--- config.mk ---
export PLATFORM = sky130hd
export DESIGN_NAME = mux8_rr_arbiter
export DESIGN_NICKNAME = d
export VERILOG_FILES = /design/src/rtl/mux8_rr_arbiter.sv
export SDC_FILE = /design/constraint.sdc
export NUM_CORES = 1
export LEC_CHECK = 0
export ABC_AREA = 0
export ABC_CLOCK_PERIOD_IN_PS = 3650
export CAP_MARGIN = 30
export CORE_ASPECT_RATIO = 0.6
export CORE_MARGIN = 2
export CORE_UTILIZATION = 51
export CTS_CLUSTER_SIZE = 40
export DETAILED_ROUTE_END_ITERATION = 12
export PLACE_DENSITY = 0.89
export SLEW_MARGIN = 40
export SYNTH_ARGS = -nofsm -noshare
export SYNTH_HDL_FRONTEND = slang
export SYNTH_SLANG_ARGS = --single-unit
--- constraint.sdc ---
create_clock -name clk -period 3.65 [get_ports clk]
set_input_delay 0.5475 -clock clk [delete_from_list [all_inputs] [get_ports clk]]
set_output_delay 0.5475 -clock clk [all_outputs]
set_load 0.03 [all_outputs]
--- src/rtl/mux8_rr_arbiter.sv ---
// Round-robin arbiter steering an 8:1 mux, framing each grant as a burst of up to BURST_MAX beats.
// Optional macro MUX8_ARB_LOCK_EN adds lock_i, which holds a grant past BURST_MAX.
module mux8_rr_arbiter #(
   parameter int unsigned BURST_MAX = 4,
   parameter int unsigned CNT_W     = 3
) (
   input  logic       clk,
   input  logic       rst_n,
   input  logic [7:0] req_i,
   input  logic       out_ready_i,
`ifdef MUX8_ARB_LOCK_EN
   input  logic       lock_i,
`endif
   output logic [2:0] sel_o,
   output logic [7:0] gnt_o,
   output logic       out_valid_o,
   output logic       burst_done_o,
   output logic       busy_o
);

   typedef enum logic {StIdle, StXfer} state_e;

   state_e           state_q;
   logic [2:0]       sel_q;
   logic [2:0]       ptr_q;
   logic [7:0]       gnt_q;
   logic [CNT_W-1:0] cnt_q;
   logic             done_q;

   logic [2:0] scan_start;
   logic [2:0] scan_idx;
   logic [2:0] win;
   logic       accept;
   logic       cnt_last;
   logic       lock_act;
   logic       grant_end;

`ifdef MUX8_ARB_LOCK_EN
   assign lock_act = lock_i;
`else
   assign lock_act = 1'b0;
`endif

   // In XFER a new winner is only used on grant end, so scan from sel+1 there.
   always_comb begin
      scan_start = (state_q == StXfer) ? sel_q + 3'd1 : ptr_q;
      scan_idx   = '0;
      win        = scan_start;
      for (int i = 7; i >= 0; i--) begin
         scan_idx = scan_start + 3'(i);
         if (req_i[scan_idx]) win = scan_idx;
      end
   end

   assign out_valid_o = (state_q == StXfer) && req_i[sel_q];
   assign accept      = out_valid_o && out_ready_i;
   assign cnt_last    = (cnt_q == CNT_W'(BURST_MAX - 1));
   assign grant_end   = (state_q == StXfer) &&
                        (!req_i[sel_q] || (accept && cnt_last && !lock_act));

   always_ff @(posedge clk or negedge rst_n) begin
      if (!rst_n) begin
         state_q <= StIdle;
         sel_q   <= '0;
         ptr_q   <= '0;
         gnt_q   <= '0;
         cnt_q   <= '0;
         done_q  <= 1'b0;
      end else begin
         done_q <= 1'b0;
         unique case (state_q)
            StIdle: begin
               if (|req_i) begin
                  state_q <= StXfer;
                  sel_q   <= win;
                  gnt_q   <= 8'(1) << win;
                  cnt_q   <= '0;
               end
            end
            StXfer: begin
               if (grant_end) begin
                  ptr_q  <= sel_q + 3'd1;
                  done_q <= 1'b1;
                  if (|req_i) begin
                     sel_q <= win;
                     gnt_q <= 8'(1) << win;
                     cnt_q <= '0;
                  end else begin
                     state_q <= StIdle;
                     gnt_q   <= '0;
                  end
               end else if (accept && !cnt_last) begin
                  // Saturates at BURST_MAX-1 while a locked burst runs on.
                  cnt_q <= cnt_q + CNT_W'(1);
               end
            end
            default: state_q <= StIdle;
         endcase
      end
   end

   assign sel_o        = sel_q;
   assign gnt_o        = gnt_q;
   assign burst_done_o = done_q;
   assign busy_o       = (state_q == StXfer);

endmodule

==> impl_metrics.env <==
export IMPL_outcome="completed"
export IMPL_ios=25
export IMPL_die_w_microns=86.0
export IMPL_slew_headroom_pct=61.0
export IMPL_grt_setup_unrepaired="false"
export IMPL_coreArea_sq_mm=0.00376
export IMPL_critPathMaxFanout=10
export IMPL_synth_area_sq_mm=0.00206
export IMPL_routed_via_density=6.65
export IMPL_syn_num_nets=270
export IMPL_synth_area_leaders="dfrtp_1 23%, nand2_1 6.9%, mux2i_1 4.9%, o21ai_0 4.1%, a211oi_1 4.0%"
export IMPL_fin_util_pct=66.2
export IMPL_drv_slew=0
export IMPL_clk_latency_ps=260
export IMPL_fin_nets=296
export IMPL_period_share_pct=95.6
export IMPL_grt_use_total_pct=27.4
export IMPL_synth_async_reset_ratio_pct=100
export IMPL_htreeDepth=1
export IMPL_syn2layout_area_growth_pct=21.2
export IMPL_cp_num_cells=13
export IMPL_holdWs_ps=205
export IMPL_fin_crit_ps=3490
export IMPL_wl_per_cell_microns=18.5
export IMPL_seq_area_sq_um=479
export IMPL_cts_tree="yes"
export IMPL_seq_area_frac_synth_pct=23.1
export IMPL_first_iter_violations=302
export IMPL_hold_buffers=0
export IMPL_fillers=290
export IMPL_grt_max_degree=21
export IMPL_dieArea_sq_mm=0.00457
export IMPL_synth_ff_type="dfrtp_1"
export IMPL_yosys_area_share_simple_pct=20.0
export IMPL_muxShareOfSynthArea_pct=11.6
export IMPL_hp_class="primary input to asynchronous set/reset pin"
export IMPL_synth_fa_ha_area_share_pct=2.43
export IMPL_ys_warn_count=0
export IMPL_crit_buf_inv=1
export IMPL_rows=17
export IMPL_cts_made_buffers=3
export IMPL_globalplace_congestion=1.01
export IMPL_setup_violations_final=0
export IMPL_grt_pass1_vias=1888
export IMPL_r2r_cells=13
export IMPL_worst_pin_slew_ps=581
export IMPL_fin_skew_ps=9.33
export IMPL_synthXorXnorAreaFrac_pct=5.66
export IMPL_drv_cap=0
export IMPL_ys_seq_elements=19
export IMPL_diodes=0
export IMPL_worstPathCellList="ha_4, mux2i_4, inv_2, ha_4, mux2_4, nor3_4, nor2_2, mux2i_2, nand3b_1, o31ai_2, a2111oi_4, nor3b_2, a22o_1"
export IMPL_synth_compound_area_share_pct=30.7
export IMPL_place_hpwl_microns=4720
export IMPL_cts_root_buf="clkbuf_8"
export IMPL_cpPeakStageDelay_ps=540
export IMPL_fmax_mhz=286
export IMPL_hold_viol_final=0
export IMPL_cts_sinks=19
export IMPL_die_h_microns=53.2
export IMPL_clock_tree_buffer_depth=2
export IMPL_synth_top_family_by_area="compound AO/OA/AOI/OAI gates"
export IMPL_cp_start_kind="register"
export IMPL_synth_top_area_cell="dfrtp_1"
export IMPL_synth_top_area_share_pct=23.1
export IMPL_first_pass_iters=5
export IMPL_path_class="register to register"
export IMPL_drive_gt1_share_pct=18.6
export IMPL_cts_resized=0
export IMPL_synthCells=255
export IMPL_vias=2173
export IMPL_initial_core_util_pct=54.6
export IMPL_antenna_left=0
export IMPL_grt_pass1_wl_microns=9480
export IMPL_synth_distinct_cells=60
export IMPL_synth_avg_cell_area_sq_um=8.07
export IMPL_wl_microns=6060
export IMPL_io_buffer_count=24
export IMPL_antenna_found_initial=0
export IMPL_cp_required_ps=3810
export IMPL_cts_setup_buffers=0
export IMPL_synth_edf_count=0
export IMPL_critPathTopFamily="compound AO/OA/AOI/OAI gates"
export IMPL_cp_end_kind="register"
export IMPL_multiInputGateArea_sq_mm=0.00153
export IMPL_cp_slowest_cell="a2111oi_4"
export IMPL_overflow=0
export IMPL_clkSlewWorstSetupHoldPaths_ps=80
export IMPL_drc_errors=0
export IMPL_arrival_ps=3650
export IMPL_cp_common_cell="ha_4"
-- layer usage --
layer  share of wire (%)  global-route usage, %  up-vias
li1                    -                      -     1005
met1                  46                   40.8     1014
met2                  41                   39.4      140
met3                  12                   7.80       14
met4                 1.2                   4.50        0
met5                   0                      0        -
-- cell usage in the layout, fill, tap and decap left out, types with 10 or more instances in the layout --
cell and instances:
nand2_1 38, clkdlybuf4s50_1 23, o21ai_0 16, dfrtp_1 16, inv_1 13, a21oi_1 12, buf_4 12, a211oi_1 11
nor2_1 11, nor3_1 10
-- sequential cells by signal, summed over array words and instances, names as in the netlist --
name	flops
gnt_o	8
burst_done_o	1
busy_o	1
ptr_q	3
cnt_q	3
sel_o	3
-- Yosys cell counts, types with 4 or more instances --
cell type	n
a22o_1	4
clkbuf_1	6
xnor2_2	5
mux2i_1	10
a31oi_1	4
nor3_1	12
o21ai_0	17
dfrtp_1	19
ha_1	4
nand2b_1	5
a211oi_1	11
buf_2	5
nand2_1	38
inv_1	13
o21ai_1	8
nand3_1	5
nor2_1	12
a21oi_1	12
-- cells by family after synthesis --
logic type      count (synthesis)
xor+xnor                        9
compound gates                 89
buf+inv                        29
mux                            17
simple gates                   88
fa+ha+maj                       4
flops                          19
-- layout make-up --
type | count | area share [%]
clock buffers | 3 | 1.66
clock inverters | 1 | 0.201
inverters | 14 | 2.11
multi-input cells | 207 | 61.4
flip-flops and latches | 19 | 19.2
well taps | 47 | 2.36
repair buffers | 36 | 13.1
-- stage by stage --
step	cells	instance area, sq um	TNS [ps]	setup WS (ps)
final	327	2490	0	159
after global routing	327	2490	0	22.3
after CTS	327	2500	0	192
after detailed placement	323	2450	0	209
after global placement	323	2450	0	308
after floorplan	255	2170	-311	-72.2
-- final timing paths --
| path | startpoint | end | slack, ps |
|---|---|---|---|
| min reg2reg | gnt_o[5] | gnt_o[5] | 490 |
| min | rst_n | gnt_o[2] | 210 |
| max in group asynchronous | rst_n | sel_o[0] | 3120 |
| max reg2reg | sel_o[0] | gnt_o[7] | 160 |
| min in group clk | gnt_o[5] | gnt_o[5] | 490 |
| max | sel_o[0] | gnt_o[7] | 160 |
-- worst register-to-register path, delay by kind of cell, from the launching register on --
kind            cells  cell delay [ps]
flops               1              500
compound gates      3              830
simple gates        4              580
fa+ha+maj           2              610
buf+inv             1               70
mux                 3              790
Power is not shown: default switching activity piles up to over one toggle a cycle in this logic, so the estimate is an artifact.
